==> src/rtl/jt6295_pkg.sv <==
// Shared definitions for the JT6295 ADPCM encoder/decoder: step table, index
// adjustment table and encoder state encoding.
package jt6295_pkg;

  localparam int PCM_W   = 12;
  localparam int NIB_W   = 4;
  localparam int IDX_W   = 6;
  localparam int STEP_W  = 11;
  localparam int IDX_MAX = 48;

  typedef enum logic [2:0] {
    ST_IDLE,
    ST_B2,
    ST_B1,
    ST_B0,
    ST_UPD
  } enc_state_t;

  function automatic logic [STEP_W-1:0] step_of(input logic [IDX_W-1:0] idx);
    logic [STEP_W-1:0] s;
    case (idx)
      6'd0:  s = 11'd16;   6'd1:  s = 11'd17;   6'd2:  s = 11'd19;   6'd3:  s = 11'd21;
      6'd4:  s = 11'd23;   6'd5:  s = 11'd25;   6'd6:  s = 11'd28;   6'd7:  s = 11'd31;
      6'd8:  s = 11'd34;   6'd9:  s = 11'd37;   6'd10: s = 11'd41;   6'd11: s = 11'd45;
      6'd12: s = 11'd50;   6'd13: s = 11'd55;   6'd14: s = 11'd60;   6'd15: s = 11'd66;
      6'd16: s = 11'd73;   6'd17: s = 11'd80;   6'd18: s = 11'd88;   6'd19: s = 11'd97;
      6'd20: s = 11'd107;  6'd21: s = 11'd118;  6'd22: s = 11'd130;  6'd23: s = 11'd143;
      6'd24: s = 11'd157;  6'd25: s = 11'd173;  6'd26: s = 11'd190;  6'd27: s = 11'd209;
      6'd28: s = 11'd230;  6'd29: s = 11'd253;  6'd30: s = 11'd279;  6'd31: s = 11'd307;
      6'd32: s = 11'd337;  6'd33: s = 11'd371;  6'd34: s = 11'd408;  6'd35: s = 11'd449;
      6'd36: s = 11'd494;  6'd37: s = 11'd544;  6'd38: s = 11'd598;  6'd39: s = 11'd658;
      6'd40: s = 11'd724;  6'd41: s = 11'd796;  6'd42: s = 11'd876;  6'd43: s = 11'd963;
      6'd44: s = 11'd1060; 6'd45: s = 11'd1166; 6'd46: s = 11'd1282; 6'd47: s = 11'd1411;
      default: s = 11'd1552;
    endcase
    return s;
  endfunction

  // Index adjustment keyed by the three magnitude bits of a code.
  function automatic logic signed [4:0] adj_of(input logic [2:0] mag_bits);
    logic signed [4:0] a;
    case (mag_bits)
      3'd4:    a = 5'sd2;
      3'd5:    a = 5'sd4;
      3'd6:    a = 5'sd6;
      3'd7:    a = 5'sd8;
      default: a = -5'sd1;
    endcase
    return a;
  endfunction

endpackage

==> src/rtl/jt6295_adpcm_upd.sv <==
// Combinational predictor update: delta from code, saturating 12-bit add/sub,
// and clamped step-index adjustment. Shared by encoder and decoder.
module jt6295_adpcm_upd
  import jt6295_pkg::*;
(
  input  logic [PCM_W-1:0]  pred,
  input  logic [IDX_W-1:0]  idx,
  input  logic [NIB_W-1:0]  code,
  output logic [PCM_W-1:0]  pred_nx,
  output logic [IDX_W-1:0]  idx_nx,
  output logic [STEP_W-1:0] step
);

  logic [12:0]       delta;
  logic [13:0]       pred_ext;
  logic signed [13:0] sum;
  logic signed [4:0] adj;
  logic signed [7:0] idx_sum;

  // NOTE: every always_comb output gets a default first, so no path can leave a
  // signal unassigned and infer a latch.
  always_comb begin
    step     = step_of(idx);
    delta    = {5'd0, step[10:3]}
             + (code[2] ? {2'd0, step}        : 13'd0)
             + (code[1] ? {3'd0, step[10:1]}  : 13'd0)
             + (code[0] ? {4'd0, step[10:2]}  : 13'd0);
    pred_ext = {{2{pred[11]}}, pred};
    sum      = code[3] ? $signed(pred_ext - {1'b0, delta})
                       : $signed(pred_ext + {1'b0, delta});
    pred_nx  = sum[11:0];
    if (sum > 14'sd2047)       pred_nx = 12'h7ff;
    else if (sum < -14'sd2048) pred_nx = 12'h800;

    adj     = adj_of(code[2:0]);
    idx_sum = $signed({2'b00, idx}) + $signed({{3{adj[4]}}, adj});
    idx_nx  = idx_sum[5:0];
    if (idx_sum < 8'sd0)                   idx_nx = '0;
    else if (idx_sum > 8'(IDX_MAX))        idx_nx = 6'(IDX_MAX);
  end

endmodule

==> src/rtl/jt6295_adpcm_enc.sv <==
// OKI/Dialogic 4-bit ADPCM encoder: one bit of the code resolved per cen cycle,
// predictor and step index mirrored bit-exactly against the JT6295 decoder.
module jt6295_adpcm_enc
  import jt6295_pkg::*;
(
  input  logic              clk,
  input  logic              rst,
  input  logic              cen,
  input  logic              clr,
  input  logic [PCM_W-1:0]  pcm_in,
  input  logic              pcm_valid,
  output logic              pcm_ready,
  output logic [NIB_W-1:0]  nib,
  output logic              nib_valid,
  output logic [PCM_W-1:0]  pred
);

  enc_state_t        state, state_nx;
  logic [12:0]       mag;
  logic              sign;
  logic [2:0]        bits;
  logic [IDX_W-1:0]  idx;

  logic [12:0]       diff;
  logic [12:0]       mag_in;
  logic [PCM_W-1:0]  pred_nx;
  logic [IDX_W-1:0]  idx_nx;
  logic [STEP_W-1:0] step;

  jt6295_adpcm_upd u_upd (
    .pred    (pred),
    .idx     (idx),
    .code    ({sign, bits}),
    .pred_nx (pred_nx),
    .idx_nx  (idx_nx),
    .step    (step)
  );

  assign diff      = {pcm_in[11], pcm_in} - {pred[11], pred};
  assign mag_in    = diff[12] ? (~diff + 13'd1) : diff;
  assign pcm_ready = (state == ST_IDLE);

  always_comb begin
    state_nx = state;
    case (state)
      ST_IDLE: if (pcm_valid) state_nx = ST_B2;
      ST_B2:   state_nx = ST_B1;
      ST_B1:   state_nx = ST_B0;
      ST_B0:   state_nx = ST_UPD;
      ST_UPD:  state_nx = ST_IDLE;
      default: state_nx = ST_IDLE;
    endcase
    if (clr) state_nx = ST_IDLE;
  end

  // NOTE: sequential state uses non-blocking assignments only, so every register
  // samples the pre-edge value of every other register regardless of order.
  always_ff @(posedge clk or posedge rst) begin
    if (rst) begin
      state     <= ST_IDLE;
      mag       <= '0;
      sign      <= 1'b0;
      bits      <= '0;
      idx       <= '0;
      pred      <= '0;
      nib       <= '0;
      nib_valid <= 1'b0;
    end else if (cen) begin
      state     <= state_nx;
      nib_valid <= 1'b0;
      if (clr) begin
        pred <= '0;
        idx  <= '0;
      end else begin
        case (state)
          ST_IDLE: if (pcm_valid) begin
            sign <= diff[12];
            mag  <= mag_in;
            bits <= '0;
          end
          ST_B2: if (mag >= {2'd0, step}) begin
            bits[2] <= 1'b1;
            mag     <= mag - {2'd0, step};
          end
          ST_B1: if (mag >= {3'd0, step[10:1]}) begin
            bits[1] <= 1'b1;
            mag     <= mag - {3'd0, step[10:1]};
          end
          ST_B0: bits[0] <= (mag >= {4'd0, step[10:2]});
          ST_UPD: begin
            pred      <= pred_nx;
            idx       <= idx_nx;
            nib       <= {sign, bits};
            nib_valid <= 1'b1;
          end
          default: ;
        endcase
      end
    end else begin
      // nib_valid is a single-clk pulse even when cen stays low afterwards.
      nib_valid <= 1'b0;
    end
  end

endmodule

==> config.mk <==
export PLATFORM = sky130hd
export DESIGN_NAME = jt6295_adpcm_enc
export DESIGN_NICKNAME = d
export VERILOG_FILES = /design/src/rtl/jt6295_pkg.sv /design/src/rtl/jt6295_adpcm_upd.sv /design/src/rtl/jt6295_adpcm_enc.sv
export SDC_FILE = /design/constraint.sdc
export NUM_CORES = 1
export LEC_CHECK = 0
export CAP_MARGIN = 20
export CORE_MARGIN = 1
export CORE_UTILIZATION = 59
export CTS_CLUSTER_SIZE = 20
export DETAILED_ROUTE_END_ITERATION = 7
export GPL_ROUTABILITY_DRIVEN = 0
export HOLD_SLACK_MARGIN = 0.12
export PLACE_DENSITY_LB_ADDON = 0.05
export SETUP_SLACK_MARGIN = 0.05
export SYNTH_ARGS = -nofsm -noshare
export SYNTH_HDL_FRONTEND = slang
export SYNTH_HIERARCHICAL = 1
export SYNTH_SLANG_ARGS = --single-unit
==> constraint.sdc <==
create_clock -name clk -period 9.5 [get_ports clk]
set_clock_uncertainty 0.05 [all_clocks]
set_input_delay 1.9 -clock clk [delete_from_list [all_inputs] [get_ports clk]]
set_output_delay 1.9 -clock clk [all_outputs]
set_load 0.1 [all_outputs]
==> Word-level counts from Yosys, hierarchy flattened <==
Memories as Yosys holds them, arrays and structs flattened.
Cells that the tools add are included.
{ "totals": {"register_bits": 43, "romBits": 704, "out_inout_bits": 18, "elab_cells": 86, "n_memories": 1} }
{ "op_classes": {"n_addsub": 10, "magnitude_cmp": 7, "eq_ne": 12, "n_mux": 30, "n_bitwise": 2, "n_reduce_logical": 14} }
{ "memory_table": {"columns": ["name", "depth", "width", "rd", "rd_ports_with_merged_regs", "write_ports", "line", "source"], "rows": [
  ["(no name shown)", 64, 11, 1, 0, 0, "jt6295_pkg.sv:21", "case (idx)"]
]} }
{ "op_table": {"columns": ["cell", "count"], "rows": [
  ["13-bit two-way mux", 4],
  ["12-bit two-way mux", 4],
  ["13-bit one-hot mux with 3 select lines", 1],
  ["13-bit adder", 2],
  ["6-bit two-way mux", 4],
  ["5-bit one-hot mux with 4 select lines", 1],
  ["3-bit == test, second input constant", 5],
  ["14-bit by 13-bit adder with 14-bit output", 1],
  ["14-bit by 12-bit greater-than comparator with 1-bit output, second input constant", 1],
  ["14-bit by 12-bit less-than comparator with 1-bit output, second input constant", 1],
  ["14-bit two-way mux", 1],
  ["14-bit by 13-bit subtractor with 14-bit output", 1],
  ["13-bit by 1-bit adder with 13-bit output, second input constant", 1],
  ["8-bit by 13-bit adder with 13-bit output", 1],
  ["13-bit by 10-bit >= comparator with 1-bit output", 1],
  ["13-bit by 11-bit >= comparator with 1-bit output", 1],
  ["13-bit by 9-bit >= comparator with 1-bit output", 1],
  ["13-bit inverter", 1],
  ["12-bit by 12-bit subtractor with 13-bit output", 1],
  ["13-bit by 10-bit subtractor with 13-bit output", 1],
  ["13-bit by 11-bit subtractor with 13-bit output", 1],
  ["3-bit one-hot mux with 4 select lines", 1],
  ["11-bit two-way mux", 1],
  ["10-bit two-way mux", 1],
  ["20 further kinds", 37]
]} }

==> Logic depth before layout (Yosys ltp) <==
An unclocked memory read counts as a cell.
{ "depth": {"ltp_word": 12, "mapped_depth": 34} }

==> Hierarchy <==
The synthesis kept the hierarchy.
{ "by_module_without_submodules": {"columns": ["module", "instances", "cells_each", "area_per_inst_um2", "seq_area_each_um2"], "rows": [
  ["jt6295_adpcm_enc", 1, 496, 4205.3, 1076.0],
  ["jt6295_adpcm_upd", 1, 465, 3387.0, 0.0]
]} }

==> Least setup slack after synthesis <==
No wires, ideal clock.
{ "synth_timing": {"path_kind": "reg2reg", "from": "reg idx[1]", "to": "reg pred[8]", "setup_ps": 122, "arrival_time_ps": 7262, "slack_ps": 2066, "stages_incl_launch_ff": 31, "synth_period_minus_slack_ps": 7434, "path_cell_list": "dfrtp_1 > clkbuf_1 > inv_1 > ha_1 > nor2_1 > nor3_1 > a2111oi_0 > a21oi_1 > fa_1 > inv_1 > fa_1 > inv_1 > ha_1 > fa_1 > a21o_1 > a221oi_2 > xor2_1 > o2111ai_2 > nor3_1 > mux2_2 > a2bb2oi_1 > ha_1 > clkbuf_1 > nand2b_1 > a2111oi_0 > a211oi_1 > a311oi_1 > mux2i_1 > buf_4 > a21o_1 > a22o_1"} }
{ "synth_between": {"elab_chain_cells": 12} }
{ "synth_rtl": {"columns": ["item", "line", "source"], "rows": [
  ["start, declared", "jt6295_adpcm_enc.sv:22", "logic [IDX_W-1:0] idx;"],
  ["start signal, assigned", "jt6295_adpcm_enc.sv:92", "idx <= idx_nx;"],
  ["memory 64 x 11 bit (*)", null, null],
  ["named net step[4]", "jt6295_adpcm_enc.sv:28", "logic [STEP_W-1:0] step;"],
  ["11-bit two-way mux", "jt6295_adpcm_upd.sv:25", "+ (code[2] ? {2'd0, step} : 13'd0)"],
  ["8-bit by 13-bit adder with 13-bit output", "jt6295_adpcm_upd.sv:25", null],
  ["13-bit adder", "jt6295_adpcm_upd.sv:26", "+ (code[1] ? {3'd0, step[10:1]} : 13'd0)"],
  ["13-bit adder (*)", "jt6295_adpcm_upd.sv:27", "+ (code[0] ? {4'd0, step[10:2]} : 13'd0);"],
  ["14-bit by 13-bit adder with 14-bit output or 14-bit by 13-bit subtractor with 14-bit output (tied branches)", "jt6295_adpcm_upd.sv:30, jt6295_adpcm_upd.sv:29", null],
  ["14-bit two-way mux (*)", "jt6295_adpcm_upd.sv:29", "sum = code[3] ? $signed(pred_ext - {1'b0, delta})"],
  ["14-bit by 12-bit less-than comparator with 1-bit output", "jt6295_adpcm_upd.sv:33", "else if (sum < -14'sd2048) pred_nx = 12'h800;"],
  ["12-bit two-way mux", "jt6295_adpcm_upd.sv:33", null],
  ["12-bit two-way mux (*)", "jt6295_adpcm_upd.sv:32", "if (sum > 14'sd2047) pred_nx = 12'h7ff;"],
  ["named net pred_nx[8]", "jt6295_adpcm_enc.sv:26", "logic [PCM_W-1:0] pred_nx;"],
  ["12-bit two-way mux (*)", "jt6295_adpcm_enc.sv:75", "case (state)"],
  ["12-bit two-way mux (*)", "jt6295_adpcm_enc.sv:71", "if (clr) begin"],
  ["end signal, assigned", "jt6295_adpcm_enc.sv:91", "pred <= pred_nx;"],
  ["end, declared", "jt6295_adpcm_enc.sv:15", "output logic [PCM_W-1:0] pred"]
]} }
Mark *: on every way through the listed nets, which the timed path passes. The rest lies on a longest branch. The select of a mux whose other input is x is not followed.
A chain may end at the register's enable or synchronous reset.

==> Worst setup path after layout <==
{ "layout_timing": {"from": "reg idx[0]", "to": "reg pred[2]"} }
{ "layout_between": {"elab_chain_cells": 12} }
{ "layout_rtl": {"columns": ["item", "line"], "rows": [
  ["memory 64 x 11 bit (*)", null],
  ["11-bit two-way mux", "jt6295_adpcm_upd.sv:25"],
  ["8-bit by 13-bit adder with 13-bit output", "jt6295_adpcm_upd.sv:25"],
  ["13-bit adder", "jt6295_adpcm_upd.sv:26"],
  ["13-bit adder (*)", "jt6295_adpcm_upd.sv:27"],
  ["14-bit by 13-bit adder with 14-bit output or 14-bit by 13-bit subtractor with 14-bit output (tied branches)", "jt6295_adpcm_upd.sv:30, jt6295_adpcm_upd.sv:29"],
  ["14-bit two-way mux (*)", "jt6295_adpcm_upd.sv:29"],
  ["14-bit by 12-bit less-than comparator with 1-bit output", "jt6295_adpcm_upd.sv:33"],
  ["12-bit two-way mux", "jt6295_adpcm_upd.sv:33"],
  ["12-bit two-way mux (*)", "jt6295_adpcm_upd.sv:32"],
  ["named net pred_nx[2]", "jt6295_adpcm_enc.sv:26"],
  ["12-bit two-way mux (*)", "jt6295_adpcm_enc.sv:75"],
  ["12-bit two-way mux (*)", "jt6295_adpcm_enc.sv:71"]
]} }
Marks and branches as above.

==> results summary <==
The highest achievable clock rate is 116 MHz. Each instance of the synthesized netlist takes up on average 7.90 um^2. After detailed routing, the number of remaining DRC violations is 0. The die is 115 um tall. The number of max-slew violations in the final report came to 0. The post-cts repair resize count is 0. The longest clock path from root to sink contains 2 buffers. Summed over all nets, the half-perimeter wirelength after detailed placement is 15300 um. The worst endpoint data arrival time came out at 8.79 ns. In this run the register-to-register setup slack is 0.90 ns. The number of setup violations in the final report came out at 0. The maximum level of the CTS H-tree came out at 2. The number of nets in the synthesized netlist is 1087.

The leakage power is 3.62 nW. The number of cells on the worst hold path came out at 1. The CTS buffer count is 5. The library cell used most frequently in the layout, excluding fill and tap cells, is nor2_1. Synthesis produced a netlist whose cell count is 961. TritonCTS built the clock tree. In this run, synthesis inferred 0 flip-flops with an integrated enable.

The library cells used most frequently in the layout, excluding fill and tap cells, are nor2_1 (96), ha_1 (87), inv_1 (79), a21oi_1 (70), nand2_1 (65). At the end of the flow the core is filled with cells to 65.7%. Buffers inserted to repair hold after CTS numbered 0.

Dividing the detail-routed via count by the number of cells gives 6.23. From left edge to right edge, the die measures 115 um. The initial antenna violation count is 0. The endpoint of the worst hold path is nib[0]. Global routing used 30.9% of the available tracks across all layers. The clock sink count came out at 43. The filler cell count is 1102. Synthesis inferred 43 register bits. Pin placement for this block handled 35 I/O pins. The count of maximum capacitance violations came out at 0. The signed area change from the synthesized netlist to the final layout came out at 8.78%.

The leftover overflow at the end of global routing came out at 0. The cell repeated most along the worst path is nor2_1. The post-route clock period utilization came out at 90.5%. The endpoint kind of the worst setup timing path is a flip-flop. The post-synthesis instance area is 7590 um^2. The worst register-to-register path ends at pred[2]. The share of async-settable or async-resettable flops after synthesis came out at 100%. The cell row count came out at 41.

The total negative setup slack is 0 ns. The startpoint of the tightest hold check path is nib[0]. The clock-pin slew on the worst setup and hold paths came out at 0.08 ns. The slew of the pin with the lowest slew margin came out at 0.970 ns. The fraction of layout instances using a drive strength above 1 is 5.95%. The final period demand of the worst path came out at 8.60 ns. The post-CTS setup repair buffer count is 0. The worst stage delay on the critical path came out at 0.80 ns. The starting density of the core is 60.4%. The highest fanout seen on the critical path came out at 15. The power density of the placed cells is 182 nW/um^2. Among all flip-flop cells after synthesis, the most frequent one is dfrtp_1. The die covers 13300 um^2. Counting cells, the worst reg-to-reg path comes to 30.

The fraction of the yosys area taken by sequential cells is 14.2%. The flow ran to the end, and the final reports show no timing, DRC or antenna violations. The final routed wirelength across all metal layers is 19800 um.

The slowest stage of the critical path is the mux2i_1 cell. The detailed router placed 7136 vias in this run. In the final routed layout, each cell accounts on average for 17.2 um. In the final design database the tool counted 1099 nets.

The number of inserted diodes came out at 0. STA classifies the critical path startpoint as a flip-flop. The placeable core region is 12600 um^2. The number of warnings issued by yosys is 6.

In this run the tool buffered the top-level ports with 34 buffer cells. The worst hold path belongs to the class reg2reg. The number of global-route vias before repair is 6832. The count of antenna-violating nets left after detailed routing came out at 0.

Setup repair after global routing left no endpoint under its margin. The worst setup path is of the reg2reg kind. The clock latency on the worst-skew pair is 0.31 ns.

The maximum number of pins on one net before global-route repair came out at 44. The data required time of the worst path came out at 9.69 ns. The first-pass GRT wire length came out at 32900 um. The number of distinct standard cells referenced by the synthesized netlist is 95.

The startpoint of the worst-slack reg-to-reg timing path is idx[0]. The maximum vdd ir drop is 110 uV. The final hold violation count came to 0. Measured against its own limit, the worst slew margin works out to 33.5%. The pre-antenna-repair detailed-routing pass consisted of 5 iterations. The tree is rooted in a clkbuf_16.

The number of DRC violations after detailed-routing iteration 0 came out at 623.
[cells by family (layout without fill, tap and decap cells)]
kind of cell / after synthesis / after routing / share of synthesized area (%)
buf+inv: 117 / 130 / 6.30
xor+xnor: 63 / 63 / 7.37
mux: 20 / 20 / 3.07
fa+ha+maj: 110 / 110 / 20.3
flops: 43 / 43 / 14.2
simple gates: 301 / 301 / 19.4
compound gates: 307 / 307 / 29.4
[registers in the layout, summed over array words and instances, names as in the netlist]
| name | flops |
|---|---|
| mag | 13 |
| pred | 12 |
| idx | 6 |
| nib | 4 |
| bits | 3 |
| state | 3 |
| nib_valid | 1 |
| sign | 1 |
[cells in the mapped netlist, drive strengths merged (4+ instances only)]
master	count	area [um^2]
nor2	97	367
ha	87	1090
inv	81	304
a21oi	71	359
nand2	65	244
o21ai	52	260
dfrtp	43	1080
xnor2	35	307
xor2	28	253
a21o	26	195
nand3	25	125
clkbuf	24	91.3
and2	22	138
fa	22	440
o21a	21	158
a22o	20	175
nor2b	19	121
nor3	17	96.4
o22ai	13	87.6
mux2i	12	120
a211oi	11	95.1
buf	11	77.6
o31ai	10	85.1
nand2b	9	56.3
nand4	9	56.3
a221oi	8	82.6
a31oi	8	65.1
and3	8	50.1
o211ai	8	65.1
or2	7	46.3
mux2	6	67.6
a2111oi	5	62.6
nor4	5	37.5
or3	5	31.3
a2bb2oi	4	52.6
o31a	4	36.3
[report_power, final]
part / switching, mW / internal, mW / total, mW / leakage, nW
combinational: 0.555 / 0.404 / 0.959 / 2.97
clock: 0.0845 / 0.151 / 0.235 / 0.0900
sequential: 0.0853 / 0.220 / 0.305 / 0.563
total: 0.725 / 0.775 / 1.50 / 3.62
[per-stage QoR]
| step | setup slack, ns | instance area, um^2 | std cells | hold WS (ns) | total power, mW |
|---|---|---|---|---|---|
| CTS | 0.933 | 8210 | 1144 | 0.460 | 1.48 |
| floorplan | 2.07 | 7590 | 961 | 0.451 | 1.04 |
| finish | 0.900 | 8260 | 1146 | 0.455 | 1.50 |
| detailed placement | 1.06 | 8020 | 1136 | 0.450 | 1.24 |
| global placement | 1.38 | 8020 | 1136 | 0.439 | 1.21 |
| global route | 0.208 | 8260 | 1146 | 0.482 | 1.62 |
[worst max-delay path: cells and delay by family, from the launching register on]
kind / cells / cell delay [ns]
xor gates and xnor gates: 1 / 0.17
buffers and inverters: 3 / 0.39
and+or+nand+nor: 10 / 2.09
muxes: 1 / 0.80
AOI/OAI and AO/OA: 8 / 1.60
adders and majority gates: 7 / 2.78
DFF: 1 / 0.66
[how the worst max path moves through the flow]
stage | from | endpoint | cells after the start
after floorplan | idx[1] | pred[8] | 30
final | idx[0] | pred[2] | 30
after global placement | idx[0] | pred[0] | 30
after detailed placement | idx[0] | pred[1] | 31
after CTS | idx[0] | pred[1] | 30
after global routing | idx[0] | pred[1] | 27
[layout make-up]
cell class	count	area (um^2)	share of cell area (%)
multi-input combinational	801	6050	73.2
inverter	82	309	3.74
clock buffer	5	125	1.51
clock inverter	3	67.6	0.818
timing repair buffer	40	418	5.06
sequential	43	1080	13.0
tap	172	215	2.61
[metal layers]
| layer | GRT usage (%) | wire length, um | vias to the layer above |
|---|---|---|---|
| li1 | - | - | 3517 |
| met1 | 41.1 | 9010 | 3356 |
| met2 | 50.5 | 9160 | 231 |
| met3 | 5.49 | 1110 | 32 |
| met4 | 10.6 | 484 | 0 |
| met5 | 0 | 0 | - |
No activity file was read; power rests on OpenSTA's default activity.
